**src/rtl/fetch_stage_if.sv**
```systemverilog
// Fetch-stage bus: instruction-memory port, pipeline control inputs and the F/D register outputs.
// The master modport is the fetch stage; the slave modport is its environment (memory, hazard unit, decode).
interface fetch_stage_if #(
    parameter int unsigned PC_W = 32
);
    logic [PC_W-1:0] imem_addr;
    logic [15:0]     imem_data;
    logic            fd_enable;
    logic            pc_enable;
    logic            flush;
    logic            jump_sel;
    logic [PC_W-1:0] jump_target;
    logic            interrupt;
    logic [5:0]      opcode;
    logic [2:0]      src;
    logic [2:0]      dst;
    logic [15:0]     imm;
    logic            fd_valid;
    logic [PC_W-1:0] fd_pc;
    logic            int_ack;

    modport master (
        output imem_addr,
        input  imem_data,
        input  fd_enable,
        input  pc_enable,
        input  flush,
        input  jump_sel,
        input  jump_target,
        input  interrupt,
        output opcode,
        output src,
        output dst,
        output imm,
        output fd_valid,
        output fd_pc,
        output int_ack
    );

    modport slave (
        input  imem_addr,
        output imem_data,
        output fd_enable,
        output pc_enable,
        output flush,
        output jump_sel,
        output jump_target,
        output interrupt,
        input  opcode,
        input  src,
        input  dst,
        input  imm,
        input  fd_valid,
        input  fd_pc,
        input  int_ack
    );
endinterface

```
**src/rtl/fetch_stage.sv**
```systemverilog
// Instruction fetch stage: PC, two-word instruction assembly (opcode word + optional immediate) and F/D register.
// Optional interrupt injection is built only when FETCH_INT_EN is defined.
module fetch_stage #(
    parameter int unsigned     PC_W       = 32,
    parameter logic [PC_W-1:0] RESET_PC   = '0,
    parameter logic [5:0]      INT_OPCODE = 6'b111111
) (
    input logic           clk,
    input logic           rst,
    fetch_stage_if.master bus
);

    typedef enum logic {
        S_OP  = 1'b0,
        S_IMM = 1'b1
    } state_e;

    state_e          state_q, state_d;
    logic [PC_W-1:0] pc_q, pc_d;
    logic [PC_W-1:0] pc_inc;

    // first word of an instruction that carries an immediate
    logic [5:0]      held_op_q, held_op_d;
    logic [2:0]      held_src_q, held_src_d;
    logic [2:0]      held_dst_q, held_dst_d;

    logic [5:0]      opcode_q, opcode_d;
    logic [2:0]      src_q, src_d;
    logic [2:0]      dst_q, dst_d;
    logic [15:0]     imm_q, imm_d;
    logic            fd_valid_q, fd_valid_d;
    logic [PC_W-1:0] fd_pc_q, fd_pc_d;
    logic            int_ack_q, int_ack_d;

    logic            inject;

`ifdef FETCH_INT_EN
    logic            int_pending_q, int_pending_d;

    // only at an instruction boundary, so an immediate is never split
    assign inject = int_pending_q && (state_q == S_OP);

    always_comb begin
        int_pending_d = int_ack_d ? 1'b0 : (int_pending_q | bus.interrupt);
    end
`else
    logic            unused_interrupt;

    assign inject           = 1'b0;
    assign unused_interrupt = bus.interrupt;
`endif

    assign pc_inc = pc_q + PC_W'(1);

    always_comb begin
        state_d    = state_q;
        pc_d       = pc_q;
        held_op_d  = held_op_q;
        held_src_d = held_src_q;
        held_dst_d = held_dst_q;
        opcode_d   = opcode_q;
        src_d      = src_q;
        dst_d      = dst_q;
        imm_d      = imm_q;
        fd_valid_d = fd_valid_q;
        fd_pc_d    = fd_pc_q;
        int_ack_d  = 1'b0;

        if (bus.flush) begin
            opcode_d   = '0;
            src_d      = '0;
            dst_d      = '0;
            imm_d      = '0;
            fd_valid_d = 1'b0;
            state_d    = S_OP;
            if (bus.jump_sel) begin
                pc_d = bus.jump_target;
            end
        end else if (!bus.fd_enable) begin
            // stall: everything holds except the pulse output
        end else if (bus.jump_sel) begin
            opcode_d   = '0;
            src_d      = '0;
            dst_d      = '0;
            imm_d      = '0;
            fd_valid_d = 1'b0;
            state_d    = S_OP;
            pc_d       = bus.jump_target;
        end else if (!bus.pc_enable) begin
            opcode_d   = '0;
            src_d      = '0;
            dst_d      = '0;
            imm_d      = '0;
            fd_valid_d = 1'b0;
        end else if (inject) begin
            // fd_pc is the not-yet-fetched PC so the handler returns to it
            opcode_d   = INT_OPCODE;
            src_d      = '0;
            dst_d      = '0;
            imm_d      = '0;
            fd_valid_d = 1'b1;
            fd_pc_d    = pc_q;
            int_ack_d  = 1'b1;
        end else if (state_q == S_OP) begin
            pc_d = pc_inc;
            if (bus.imem_data[0]) begin
                held_op_d  = bus.imem_data[15:10];
                held_src_d = bus.imem_data[9:7];
                held_dst_d = bus.imem_data[6:4];
                opcode_d   = '0;
                src_d      = '0;
                dst_d      = '0;
                imm_d      = '0;
                fd_valid_d = 1'b0;
                state_d    = S_IMM;
            end else begin
                opcode_d   = bus.imem_data[15:10];
                src_d      = bus.imem_data[9:7];
                dst_d      = bus.imem_data[6:4];
                imm_d      = '0;
                fd_valid_d = 1'b1;
                fd_pc_d    = pc_inc;
            end
        end else begin
            opcode_d   = held_op_q;
            src_d      = held_src_q;
            dst_d      = held_dst_q;
            imm_d      = bus.imem_data;
            fd_valid_d = 1'b1;
            fd_pc_d    = pc_inc;
            pc_d       = pc_inc;
            state_d    = S_OP;
        end
    end

    always_ff @(posedge clk or negedge rst) begin
        if (!rst) begin
            state_q       <= S_OP;
            pc_q          <= RESET_PC;
            held_op_q     <= '0;
            held_src_q    <= '0;
            held_dst_q    <= '0;
            opcode_q      <= '0;
            src_q         <= '0;
            dst_q         <= '0;
            imm_q         <= '0;
            fd_valid_q    <= 1'b0;
            fd_pc_q       <= '0;
            int_ack_q     <= 1'b0;
`ifdef FETCH_INT_EN
            int_pending_q <= 1'b0;
`endif
        end else begin
            state_q       <= state_d;
            pc_q          <= pc_d;
            held_op_q     <= held_op_d;
            held_src_q    <= held_src_d;
            held_dst_q    <= held_dst_d;
            opcode_q      <= opcode_d;
            src_q         <= src_d;
            dst_q         <= dst_d;
            imm_q         <= imm_d;
            fd_valid_q    <= fd_valid_d;
            fd_pc_q       <= fd_pc_d;
            int_ack_q     <= int_ack_d;
`ifdef FETCH_INT_EN
            int_pending_q <= int_pending_d;
`endif
        end
    end

    assign bus.imem_addr = pc_q;
    assign bus.opcode    = opcode_q;
    assign bus.src       = src_q;
    assign bus.dst       = dst_q;
    assign bus.imm       = imm_q;
    assign bus.fd_valid  = fd_valid_q;
    assign bus.fd_pc     = fd_pc_q;
    assign bus.int_ack   = int_ack_q;

endmodule
```
**src/flat_wrapper.sv**
```systemverilog
// flat-port wrapper written by rule: the top's interface ports become plain ports
module fetch_stage_flat 
#(
    parameter int unsigned     PC_W       = 32,
    parameter logic [PC_W-1:0] RESET_PC   = '0,
    parameter logic [5:0]      INT_OPCODE = 6'b111111
)
  (clk, rst, bus_imem_addr, bus_imem_data, bus_fd_enable, bus_pc_enable, bus_flush, bus_jump_sel, bus_jump_target, bus_interrupt, bus_opcode, bus_src, bus_dst, bus_imm, bus_fd_valid, bus_fd_pc, bus_int_ack);
  fetch_stage_if #(.PC_W(PC_W)) bus_i ();
  input logic clk;
  input logic rst;
  output wire logic [$bits(bus_i.imem_addr)-1:0] bus_imem_addr;
  input wire logic [$bits(bus_i.imem_data)-1:0] bus_imem_data;
  input wire logic [$bits(bus_i.fd_enable)-1:0] bus_fd_enable;
  input wire logic [$bits(bus_i.pc_enable)-1:0] bus_pc_enable;
  input wire logic [$bits(bus_i.flush)-1:0] bus_flush;
  input wire logic [$bits(bus_i.jump_sel)-1:0] bus_jump_sel;
  input wire logic [$bits(bus_i.jump_target)-1:0] bus_jump_target;
  input wire logic [$bits(bus_i.interrupt)-1:0] bus_interrupt;
  output wire logic [$bits(bus_i.opcode)-1:0] bus_opcode;
  output wire logic [$bits(bus_i.src)-1:0] bus_src;
  output wire logic [$bits(bus_i.dst)-1:0] bus_dst;
  output wire logic [$bits(bus_i.imm)-1:0] bus_imm;
  output wire logic [$bits(bus_i.fd_valid)-1:0] bus_fd_valid;
  output wire logic [$bits(bus_i.fd_pc)-1:0] bus_fd_pc;
  output wire logic [$bits(bus_i.int_ack)-1:0] bus_int_ack;
  assign bus_imem_addr = bus_i.imem_addr;
  assign bus_i.imem_data = bus_imem_data;
  assign bus_i.fd_enable = bus_fd_enable;
  assign bus_i.pc_enable = bus_pc_enable;
  assign bus_i.flush = bus_flush;
  assign bus_i.jump_sel = bus_jump_sel;
  assign bus_i.jump_target = bus_jump_target;
  assign bus_i.interrupt = bus_interrupt;
  assign bus_opcode = bus_i.opcode;
  assign bus_src = bus_i.src;
  assign bus_dst = bus_i.dst;
  assign bus_imm = bus_i.imm;
  assign bus_fd_valid = bus_i.fd_valid;
  assign bus_fd_pc = bus_i.fd_pc;
  assign bus_int_ack = bus_i.int_ack;
  fetch_stage #(.PC_W(PC_W), .RESET_PC(RESET_PC), .INT_OPCODE(INT_OPCODE)) u_core (.clk(clk), .rst(rst), .bus(bus_i));
endmodule
```
**config.mk**
```make
export PLATFORM = sky130hd
export DESIGN_NAME = fetch_stage_flat
export DESIGN_NICKNAME = d
export VERILOG_FILES = /design/src/rtl/fetch_stage_if.sv /design/src/rtl/fetch_stage.sv /design/src/flat_wrapper.sv
export SDC_FILE = /design/constraint.sdc
export NUM_CORES = 1
export LEC_CHECK = 0
export ABC_AREA = 1
export BUFFER_PORTS_ARGS = -buffer_cell sky130_fd_sc_hd__buf_4
export CAP_MARGIN = 20
export CORE_ASPECT_RATIO = 1.1
export CORE_MARGIN = 2
export CORE_UTILIZATION = 45
export CTS_BUF_LIST = sky130_fd_sc_hd__clkbuf_8 sky130_fd_sc_hd__clkbuf_16
export CTS_CLUSTER_SIZE = 28
export DETAILED_ROUTE_END_ITERATION = 8
export PLACE_DENSITY = 0.68
export SLEW_MARGIN = 20
export SYNTH_ARGS = -nofsm -noshare
export SYNTH_HDL_FRONTEND = slang
export SYNTH_SLANG_ARGS = --single-unit
```
**constraint.sdc**
```tcl
create_clock -name clk -period 1.7 [get_ports clk]
set_input_delay 0 -clock clk [delete_from_list [all_inputs] [get_ports clk]]
set_output_delay 0 -clock clk [all_outputs]
set_load 0.01 [all_outputs]
```
## Yosys cells after proc, flatten, opt, wreduce, memory -nomap -nowiden

Cells that the tools add are included.

- Bits in registers: 106
- Latch bits: 0
- Bits in writable memories: 0
- Memory bits (read-only): 0
- Input port bits: 55
- Output and inout bits: 94
- Word-level logic and storage cells: 66
- Memories: 0

- Add/sub/neg operators: 1
- Multiply operators: 0
- Divide/modulo/power cells: 0
- Order comparisons: 0
- Equality and inequality tests: 2
- Shift operators: 0
- Multiplexer cells: 42
- Bitwise operators: 3
- Reductions and logical operators: 7

Operators with widths:

| kind | number |
|---|---|
| 2-to-1 mux 32 bit | 7 |
| 2-to-1 mux 16 bit | 5 |
| 2-to-1 mux 3 bit | 12 |
| 2-to-1 mux 6 bit | 6 |
| adder 32 x 1 -> 32 bit (second input constant) | 1 |
| 2-to-1 mux 1 bit | 12 |
| AND reduction 6 bit | 1 |
| AND reduction 5 bit | 1 |
| != test 2 x 1 -> 1 bit (second input constant) | 2 |
| nonzero test 2 bit | 2 |
| NOT 1 bit | 3 |
| AND reduction 3 bit | 1 |
| nonzero test 3 bit | 1 |
| AND reduction 2 bit | 1 |

## Longest topological paths before layout

Gate-level depths: netlist of run 1.

- Word-level depth: 6
- Mapped depth: 10
- Gate-level depth less buffers: 10

## Worst setup path before layout of run 1

OpenSTA, ideal clock, no wires.

- Kind: register to register
- Start: register u_core.pc_q[0], in the netlist u_core.bus.imem_addr[0]
- End: register u_core.pc_q[30], in the netlist u_core.bus.imem_addr[30]
- Setup time: 0.116 ns
- Arrival time: 1.443 ns
- Data required time: 1.584 ns
- Path slack: 0.141 ns
- Stages on the path, launching flop included: 11
- Buffers on the path: 0
- Clock period less this slack: 1.559 ns
- Cell sequence: dfrtp_1 > ha_1 > nand2_1 > nor2_1 > nand2_1 > nor2_1 > nand2_1 > nand2_1 > nand3_1 > nand2_1 > nand2_1

- Word-level cells in the longest chain between the ends: 5

RTL lines:

| element | line | RTL |
|---|---|---|
| start: declaration | fetch_stage.sv:19 | `logic [PC_W-1:0] pc_q, pc_d;` |
| start signal: assignment | fetch_stage.sv:155 | `pc_q <= pc_d;` |
| adder 32 x 1 -> 32 bit | fetch_stage.sv:53 | `assign pc_inc = pc_q + PC_W'(1);` |
| 2-to-1 mux 32 bit | fetch_stage.sv:89 | `end else if (!bus.pc_enable) begin` |
| 2-to-1 mux 32 bit | fetch_stage.sv:81 | `end else if (bus.jump_sel) begin` |
| 2-to-1 mux 32 bit | fetch_stage.sv:79 | `end else if (!bus.fd_enable) begin` |
| 2-to-1 mux 32 bit | fetch_stage.sv:69 | `if (bus.flush) begin` |

Every way passes these cells. The select of a mux whose other input is x is not followed.
A chain may end at the register's enable or synchronous reset.

## Worst setup path after layout of run 1

- Start: register u_core.pc_q[1], in the netlist u_core.bus.imem_addr[1]
- End: register u_core.pc_q[18], in the netlist u_core.bus.imem_addr[18]

The elaborated chain is that of the path after synthesis.

==> out/results.ini, run 1 <==
[setup_path]
start_kind = flip-flop
crit_chain = ha_4, nand2_1, nor2_2, nand2_2, nor2_2, buf_6, nand2_1, nand2_2, nand3_2, nand2_2, nand2_1
r2r-start = u_core.bus.imem_addr[1]
critPathMaxStageDelay_ns = 0.45
worst_ep_arrival_time_ns = 1.86
r2r_cells = 11
worstPathMaxFanout = 7
worstSetupPathType = reg2reg
r2r_end = u_core.bus.imem_addr[18]
cp.required_ns = 1.93
endpoint_kind = flip-flop
crit_slowest_cell = dfrtp_1
ff2ff_setup_slack_ns = 0.07

[routing]
drcViolationCount = 0
drtAntennaViolNets = 0
via_per_inst = 5.15
detail_route.wl_per_cell_um = 14.9
drt_iter0_drc = 333
dr.pass1.iters = 5
wirelength_um = 15800
routed-via-count = 5483

[power_and_ir_drop]
leakage_uw = 0.00371
p_per_area_nw_per_um2 = 949
peakVddDrop_v = 0.000516

[floorplanning]
die_h_um = 119
num_io_pins = 149
die_w_um = 108
fp.dieArea_um2 = 12800
core_area_um2 = 11500
rows = 41
start_util = 0.465

[global_route]
grt-ovfl-total = 0
antenna_found_initial = 0
track_usage = 0.250
grt_pass1_wl_um = 25600
grt_pass1_vias = 5376
grt_max_degree = 44

[clock_tree]
clk_latency_ns = 0.34
cts_tree = built
clk_path_buf_depth = 2
numCtsBuffers = 9
cts.htree.levels = 3
numClockSinks = 106
clkTransAtPathRegs_ns = 0.07
cts-root-buf = clkbuf_16

[run_status]
status = complete, no violations

[yosys]
synth_top_family_by_area = simple AND/OR/NAND/NOR gates
yosysWarnings = 0
netlist.area_leader.share = 0.494
synthMuxAreaShare = 0
synthSimpleGateAreaFrac = 0.327
synth_adder_area_share = 0.00233
ys_types = 28
syn-num-nets = 787
syn_avg_cell_area_um2 = 7.35
synthXorXnorAreaFrac = 0.0147
ys_seq_elements = 106
yosysSeqAreaShare = 0.494
synth_top_cell_by_area = dfrtp_1
synth-compound-area-share = 0.0981
synth_area_leaders = dfrtp_1 49%, nand2_1 19%, nor2_1 7.6%, nand3_1 4.8%, o21ai_0 4.7%
syn_area_um2 = 5370
syn_inst = 731

[final_layout]
area_delta_synth_final_pct = 37.0
nNetsFinal = 968
drive_gt1_frac = 0.234
diodes = 0

[sta]
final_period_minus_worst_setup_slack_ns = 1.63
slew_violations = 0
fin_skew_ns = 0.00719
min_period_over_period = 0.957
tns_ns = 0
worst_slew_pin_slew_ns = 0.891
setup_viol = 0
timing.final.hold_violations = 0
fin_ws_ns = 0.0728
rsz0062_at_grt = yes
fmax_mhz = 615
relSlewSlack = 0.404

[placed_design]
dp_slack_ns = -0.00537
post-dp-hpwl_um = 11200
place_congestion = 0.901
io_buffers = 146

[hold_path]
hold_end = u_core.bus.imem_addr[13]
hold_path_class = in2reg
hold_start = bus_jump_target[13]
hold_depth = 5

[flow_run]
max_cap_viol_count = 0

==> registers in the layout (all words and copies together) (netlist names) <==
register,cells
u_core.bus.src,3
u_core.bus.opcode,6
u_core.bus.imem_addr,32
u_core.bus.imm,16
u_core.bus.fd_pc,32
u_core.bus.dst,3
u_core.state_q,1
u_core.held_src_q,3
u_core.held_op_q,6
u_core.held_dst_q,3
u_core.bus.fd_valid,1
==> layout make-up <==
type                    instances  area [um^2]
multi-input cells             542         2450
repair buffers                200         1610
well taps                     150          188
clock inverters                 5         27.5
fillers                      1024         4180
inverters                      53          199
clock buffers                   9          225
flip-flops and latches        106         2660
==> power by group <==
part,leakage [uW],total [uW],internal [uW],switching (uW)
clock,0.000131,1870,965,905
combinational,0.00223,1860,881,978
sequential,0.00135,3250,2900,349
==> critical path: cells and delay by family, from the launching register on <==
kind / cells / cell delay, ns
AND/OR/NAND/NOR: 9 / 0.75
flip-flops: 1 / 0.45
buffers and inverters: 1 / 0.13
adder cells (fa/ha/maj): 1 / 0.18
==> stage by stage <==
stage / hold slack [ns] / util / area (um^2) / instances / power, uW
final: 0.00477 / 0.638 / 7360 / 1065 / 6980
after floorplan: -0.296 / - / 5370 / 731 / 4070
after global placement: -0.0240 / 0.580 / 6700 / 1017 / 5000
after detailed placement: -0.0180 / 0.580 / 6700 / 1017 / 5050
after CTS: 0.000264 / 0.629 / 7260 / 1061 / 6970
after global routing: 0.0214 / 0.638 / 7360 / 1065 / 7390
==> layer usage <==
metal	up-vias	track usage	part of all wire
met1	2571	0.324	0.43
met5	-	0	0
li1	2693	-	-
met3	28	0.0381	0.064
met4	0	0.105	0.027
met2	191	0.413	0.48
==> timing repair <==
action                                  4_1_cts  5_1_grt
gates resized for setup                       3       25
hold buffers                                 30        0
hold endpoints to repair                     81        0
setup buffers                                 0        4
pin swaps                                     0        9
endpoints found under the setup margin        6       42
==> cell usage after synthesis (all sizes together) <==
cell type and instances:
a31oi 11, dfrtp 106, nor3 1, clkbuf 20
xnor2 1, nand3 51, nor2 112, ha 1
xor2 8, o41ai 7, and2 1, o21ai 51
nand2 276, conb 1, inv 53, buf 10
a22oi 12, a21oi 4, o22ai 5
==> placed cells by master, fill, tap and decap left out, drive strengths merged, types with 4 or more instances in the layout <==
| cell type | instances |
|---|---|
| a21oi | 4 |
| a22oi | 12 |
| a31oi | 11 |
| buf | 170 |
| clkbuf | 9 |
| dfrtp | 106 |
| dlygate4sd3 | 30 |
| inv | 56 |
| nand2 | 276 |
| nand3 | 51 |
| nor2 | 112 |
| o21ai | 51 |
| o22ai | 5 |
| o41ai | 7 |
| xor2 | 8 |
==> cell families (layout without fill, tap and decap cells) <==
kind of cell | after synthesis | after routing
and+or+nand+nor | 441 | 441
other | 1 | 1
AOI/OAI and AO/OA | 90 | 90
buffers and inverters | 83 | 267
adders and majority gates | 1 | 1
xor gates and xnor gates | 9 | 9
DFF | 106 | 106
==> worst max-delay path by stage <==
stage,start,depth (start not counted),end,slack [ns]
2_1_floorplan,u_core.bus.imem_addr[0],10,u_core.bus.imem_addr[30],0.14
3_3_place_gp,u_core.bus.imem_addr[0],10,u_core.bus.imem_addr[20],0.07
3_5_place_dp,u_core.bus.imem_addr[1],10,u_core.bus.imem_addr[20],-0.005
4_1_cts,u_core.bus.imem_addr[1],11,u_core.bus.imem_addr[18],0.005
5_1_grt,u_core.bus.imem_addr[1],8,u_core.bus.imem_addr[28],-0.04
6_report,u_core.bus.imem_addr[1],11,u_core.bus.imem_addr[18],0.07
(Power assumes the default switching activity.)
==> run 2, diff against run 1 <==
- CAP_MARGIN: 20 -> 15
- CELL_PAD_IN_SITES_DETAIL_PLACEMENT: unset -> 0
- CELL_PAD_IN_SITES_GLOBAL_PLACEMENT: unset -> 1
- CORE_UTILIZATION: 45 -> 37
- PLACE_DENSITY: 0.68 -> 0.78
==> run 2 against run 1 <==
Sequential power is essentially flat. Largest cell class unchanged. The run now ends with negative hold slack left. Clock-buffer cell count rose by 1. Final area rose by 2.8%. Sequential share of layout area fell by 1.0 points. Clock power grew 17%. Flip-flop and latch count did not move. Clock skew up 0.0031 ns. First-iteration DRC count unchanged.
==> out/results.ini, run 2 (same netlist as run 1, synthesis figures left out) <==
[run_status]
status = finished, violations left
violations = negative hold slack

[setup_path]
start_kind = flip-flop
worstSetupStartpoint = u_core.bus.imem_addr[1]
worst_ep_arrival_time_ns = 1.89  ; +0.03 ns
crit_chain = ha_4, nand2_1, nor2_2, nand2_1, nor2_1, buf_4, nand2_1, nand2_1, nand3_1, nand2_1, nand2_1
r2r-start = u_core.bus.imem_addr[1]
worstPathMaxFanout = 7  ; unchanged
critPathBufInv = 1  ; unchanged
critPathTopFamily = simple AND/OR/NAND/NOR gates
cp.required_ns = 1.95  ; +0.02 ns
endpoint_kind = flip-flop
critPathMaxStageDelay_ns = 0.44  ; about the same
worstSetupPathType = reg2reg
cpMostUsedCell = nand2_1
crit_slowest_cell = dfrtp_1

[routing]
drt_iter0_drc = 333  ; unchanged
drtAntennaViolNets = 0  ; unchanged
drcViolationCount = 0  ; unchanged
detail_route.wl_per_cell_um = 15.1  ; +1.3%
wirelength_um = 16900  ; +6.7%
routed-via-count = 5465  ; -0.33%
via_per_inst = 4.87  ; -5.4%
dr.pass1.iters = 4  ; -1

[sta]
min_period_over_period = 0.962  ; +0.00515
worst_slew_pin_slew_ns = 0.861  ; -0.0298 ns
fmax_mhz = 611  ; -0.53%
slew_violations = 0  ; unchanged
holdWs_ns = -0.00698  ; -0.0118 ns
final_period_minus_worst_setup_slack_ns = 1.64  ; +0.00875 ns
tns_ns = 0  ; unchanged
timing.final.hold_violations = 1  ; +1
fin_skew_ns = 0.0103  ; +0.00314 ns
setup_viol = 0  ; unchanged
rsz0062_at_grt = yes
fin_ws_ns = 0.0641  ; -0.00875 ns
relSlewSlack = 0.424  ; +0.0199

[floorplanning]
die_h_um = 130  ; +9.9%
rows = 46  ; +12%
start_util = 0.375  ; -0.0905
fp.dieArea_um2 = 15500  ; +21%
core_area_um2 = 14300  ; +24%
num_io_pins = 149  ; unchanged
die_w_um = 119  ; +9.9%

[power_and_ir_drop]
power_frac_comb = 0.258  ; -0.008
p_switching_uw = 2330  ; +4.3%
p_int_uw = 4990  ; +5.1%
swShare = 0.318  ; -0.00152
leakage_uw = 0.00379  ; +2.1%
pwr-share-clk = 0.299  ; +0.031
seq_power_share = 0.442  ; -0.024
p_per_area_nw_per_um2 = 967  ; +2.0%
peakVddDrop_v = 0.000413  ; -20%

[clock_tree]
cts.htree.levels = 3  ; unchanged
clk_latency_ns = 0.36  ; +0.02 ns
numCtsBuffers = 9  ; unchanged
cts-root-buf = clkbuf_16
cts_tree = built
clkTransAtPathRegs_ns = 0.07  ; about the same
clk_path_buf_depth = 2  ; unchanged
numClockSinks = 106  ; unchanged

[placed_design]
place_congestion = 0.820  ; -9.0%
postPlaceCellArea_um2 = 6800  ; +1.5%
io_buffers = 146  ; unchanged
post-dp-hpwl_um = 11700  ; +4.9%
dp_slack_ns = 0.0222  ; +0.0276 ns

[final_layout]
diodes = 0  ; unchanged
fillCellCount = 1419  ; +39%
nNetsFinal = 981  ; +1.3%
layout_commonest_cell = nand2_1
postLayoutCellArea_um2 = 7570  ; +2.8%
utilization = 0.528  ; -0.110
area_delta_synth_final_pct = 40.9
drive_gt1_frac = 0.228  ; -0.00592
final_cell_mix = 274 x nand2_1, 168 x buf_4, 104 x dfrtp_1

[hold_path]
hold_start = bus_jump_target[11]
hold_path_class = in2reg

[global_route]
use_met3 = 0.0306  ; -0.00746
grtUsageMet1 = 0.278  ; -0.0464
antenna_found_initial = 0  ; unchanged
grt_pass1_vias = 5309  ; -1.2%
use_met2 = 0.382  ; -0.0307
track_usage = 0.220  ; -0.0294
top_usage_layer = met2
grt_max_degree = 55  ; +25%
grt_pass1_wl_um = 27000  ; +5.6%
grt-ovfl-total = 0  ; unchanged

[flow_run]
max_cap_viol_count = 0  ; unchanged

[run 2: cell count changes in the layout (fill, tap and decap cells not counted), sizes merged]
cell / change
clkinvlp: -1
clkbuf: +1
bufinv: +1
inv: -3
buf: +2
dlygate4sd3: +11
clkinv: +4
[run 2: timing repair]
action                                  in CTS  in global routing
endpoints found under the setup margin       0                 34
gates resized for setup                      0                 17
hold buffers                                41                  0
hold endpoints to repair                    97                  0
setup buffers                                0                  1
[run 2: per-stage QoR]
stage	instances	hold slack, ns	power [uW]
after global routing	1122	0.0372	7710
after CTS	1121	0.0000731	7340
after global placement	1064	0.00112	5040
after detailed placement	1064	0.00207	5070
after floorplan	731	-0.296	4070
final	1122	-0.00698	7320
[run 2: layout make-up]
type | count | area, um^2 | share of cell area
Clock buffer | 10 | 239 | 0.0316
Clock inverter | 6 | 66.3 | 0.00876
Inverter | 53 | 201 | 0.0266
Multi-Input combinational cell | 542 | 2420 | 0.320
Sequential cell | 106 | 2660 | 0.351
Timing Repair Buffer | 213 | 1740 | 0.230
Tap cell | 192 | 240 | 0.0318
[run 2: power groups by stage]
stage | logic (uW) | registers (uW) | clock network (uW)
2_1_floorplan | 708 | 3360 | 0
3_3_place_gp | 1770 | 3270 | 0
3_5_place_dp | 1800 | 3270 | 0
4_1_cts | 1890 | 3230 | 2230
5_1_grt | 2110 | 3290 | 2310
6_report | 1890 | 3240 | 2190
[run 2: tightest hold or removal path, cell delays in order]
cell,delay [ns]
buf_4,0.07
nor2_1,0.03
nor2_1,0.09
nand2_1,0.05
o21ai_0,0.06
[run 2: layer usage]
layer  part of all wire  vias to the layer above
met5                  0                        -
met4              0.019                        0
met3              0.044                       22
met2               0.49                      159
met1               0.45                     2575
li1                   -                     2709
[run 2: path summary, 6_finish.rpt]
kind                       slack (ns)                  endpoint  cells past startpoint
setup / recovery                 0.06  u_core.bus.imem_addr[18]                     11
hold / removal                 -0.007  u_core.bus.imem_addr[11]                      5
setup reg to reg                 0.06  u_core.bus.imem_addr[18]                     11
hold reg to reg                  0.48       u_core.bus.fd_pc[4]                      2
max in group asynchronous        0.96  u_core.bus.imem_addr[24]                      3
min in group asynchronous        0.15       u_core.bus.fd_valid                      2
==> run 3, diff against run 2 <==
- CORE_UTILIZATION: 37 -> 40
- PLACE_DENSITY: 0.78 -> 0.83
- clock period: 1.7 -> 1.98 ns (I/O delays scaled with it)
==> run 3 against run 2 <==
Clock power fell by 20%. The flow still finishes with violations (negative hold slack). Setup slack improved by 0.077 ns. Non-clock buffer count fell by 5. Global-route usage rose by 0.46 points. Critical path depth fell by 2. Utilization increased by 3.8 points. Clock-buffer cell count shrank 1. Cell count decreased by 3.1%. Sequential power is 14% lower. Critical path type is now in2reg. Via count is 0.64% lower. Clock skew is essentially flat.
==> out/results.ini, run 3 (same netlist as run 1, synthesis figures left out) <==
[routing]
detail_route.wl_per_cell_um = 14.9  ; -1.1%
wirelength_um = 16200  ; -4.2%
dr.pass1.iters = 5  ; +1
routed-via-count = 5430  ; -0.64%
drtAntennaViolNets = 0  ; unchanged
drcViolationCount = 0  ; unchanged
via_per_inst = 5.00  ; +2.6%
drt_iter0_drc = 351  ; +5.4%

[clock_tree]
cts-root-buf = clkbuf_16
clkTransAtPathRegs_ns = 0.08  ; about the same
cts.htree.levels = 3  ; unchanged
clk_latency_ns = 0.36  ; about the same
numClockSinks = 106  ; unchanged
cts_tree = built
numCtsBuffers = 9  ; unchanged
clk_path_buf_depth = 2  ; unchanged

[final_layout]
utilization = 0.566  ; +0.0383
layout_commonest_cell = nand2_1
nNetsFinal = 977  ; -0.41%
area_delta_synth_final_pct = 38.7
multiInputGateArea_um2 = 2390  ; -1.2%
drive_gt1_frac = 0.208  ; -0.0195
final_cell_mix = 274 x nand2_1, 158 x buf_4, 106 x nor2_1, 106 x dfrtp_1, 51 x nand3_1
fillCellCount = 1246  ; -12%
regArea_um2 = 2650  ; about the same
diodes = 0  ; unchanged

[setup_path]
worstSetupPathType = in2reg
cp.required_ns = 2.27  ; +0.32 ns
start_kind = input port
endpoint_kind = flip-flop
ff2ff_setup_slack_ns = 0.28  ; +0.22 ns
worstPathMaxFanout = 42  ; +35
worst_ep_arrival_time_ns = 2.13  ; +0.24 ns

[floorplanning]
fp.dieArea_um2 = 14400  ; -7.3%
die_w_um = 114  ; -3.7%
die_h_um = 126  ; -3.7%
core_area_um2 = 13200  ; -8.2%
rows = 44  ; -4.3%
num_io_pins = 149  ; unchanged
start_util = 0.408  ; +0.0334

[power_and_ir_drop]
total_power_uw = 6120  ; -16%
leakage_uw = 0.00373  ; -1.4%
p_per_area_nw_per_um2 = 821  ; -15%
peakVddDrop_v = 0.000412  ; -0.33%

[run_status]
violations = negative hold slack
status = finished, violations left

[sta]
fin_skew_ns = 0.0101  ; -0.000260 ns
tns_ns = 0  ; unchanged
worst_slew_pin_slew_ns = 0.826  ; -0.0345 ns
holdWs_ns = -0.00136  ; +0.00562 ns
setup_viol = 0  ; unchanged
final_period_minus_worst_setup_slack_ns = 1.84
fmax_mhz = 544
relSlewSlack = 0.447  ; +0.0231
timing.final.hold_violations = 1  ; unchanged
slew_violations = 0  ; unchanged
min_period_over_period = 0.929
rsz0062_at_grt = no

[global_route]
antenna_found_initial = 0  ; unchanged
grt-ovfl-total = 0  ; unchanged
grt_pass1_wl_um = 25800  ; -4.4%
grt_pass1_vias = 5210  ; -1.9%
track_usage = 0.225  ; +0.00456
grt_max_degree = 51  ; -7.3%

[flow_run]
max_cap_viol_count = 0  ; unchanged

[placed_design]
io_buffers = 146  ; unchanged
place_congestion = 0.837  ; +2.0%
post-dp-hpwl_um = 11200  ; -4.3%

[hold_path]
hold_path_class = in2reg

## run 3: cell types whose count changed in the layout (fill, tap and decap cells not counted), moves of 2 or more
cell	previous run	this run
buf_4	168	158
nor2_1	99	106
nor2_2	10	3
dlygate4sd3_1	41	47
clkinvlp_4	0	3
clkinv_2	2	0
dfrtp_1	104	106
dfrtp_2	2	0
## run 3: final timing paths
check,startpoint,endpoint,depth (start not counted)
worst max register to register,u_core.bus.imem_addr[0],u_core.bus.imem_addr[24],10
max in group asynchronous,rst,u_core.bus.fd_pc[15],3
worst max-delay path,bus_pc_enable,u_core.bus.imem_addr[2],9
min in group asynchronous,rst,u_core.bus.dst[1],2
worst min register to register,u_core.held_op_q[1],u_core.held_op_q[1],2
worst min-delay path,bus_jump_target[13],u_core.bus.imem_addr[13],5
## run 3: worst max-delay path, stage by stage
cell and delay, ns:
dlygate4sd3_1 0.55, buf_4 0.15, nand2_1 0.08, nand2_1 0.05, nand2_1 0.22, buf_8 0.32, a21oi_1 0.07, a21oi_1 0.12
dlygate4sd3_1 0.55
## run 3: report_power, final
part / leakage, uW / internal, uW / switching (uW)
Combinational: 0.00225 / 752 / 818
Sequential: 0.00135 / 2490 / 303
Clock: 0.000134 / 875 / 884
## run 3: through the flow
| stage | setup WS (ns) | area, um^2 | hold WS (ns) | cells |
|---|---|---|---|---|
| 2_1_floorplan | 0.421 | 5370 | -0.296 | 731 |
| 3_3_place_gp | 0.254 | 6650 | -0.0158 | 1020 |
| 3_5_place_dp | 0.201 | 6650 | -0.0103 | 1020 |
| 4_1_cts | 0.144 | 7410 | 0.00163 | 1083 |
| 5_1_grt | 0.0124 | 7450 | 0.0290 | 1087 |
| 6_report | 0.141 | 7450 | -0.00136 | 1087 |
## run 3: area by class of cell
class / count / share of cell area
tap: 161 / 0.0270
timing repair inverter: 1 / 0.000672
sequential: 106 / 0.356
inverter: 53 / 0.0272
clock buffer: 9 / 0.0302
multi-input combinational: 542 / 0.321
timing repair buffer: 208 / 0.230
clock inverter: 7 / 0.00823
## run 3: metal layers
| metal | share of wire | global-route usage | vias to the layer above |
|---|---|---|---|
| met3 | 0.050 | 0.0330 | 25 |
| met5 | 0 | 0 | - |
| met4 | 0.020 | 0.0789 | 0 |
| met1 | 0.44 | 0.298 | 2542 |
| met2 | 0.49 | 0.375 | 155 |
| li1 | - | - | 2708 |
## run 3: repair_timing
item,CTS,global route
hold buffers,47,0
resized for setup,0,6
setup buffers,0,3
endpoints found under the setup margin,0,11
endpoints found under the hold margin,102,0
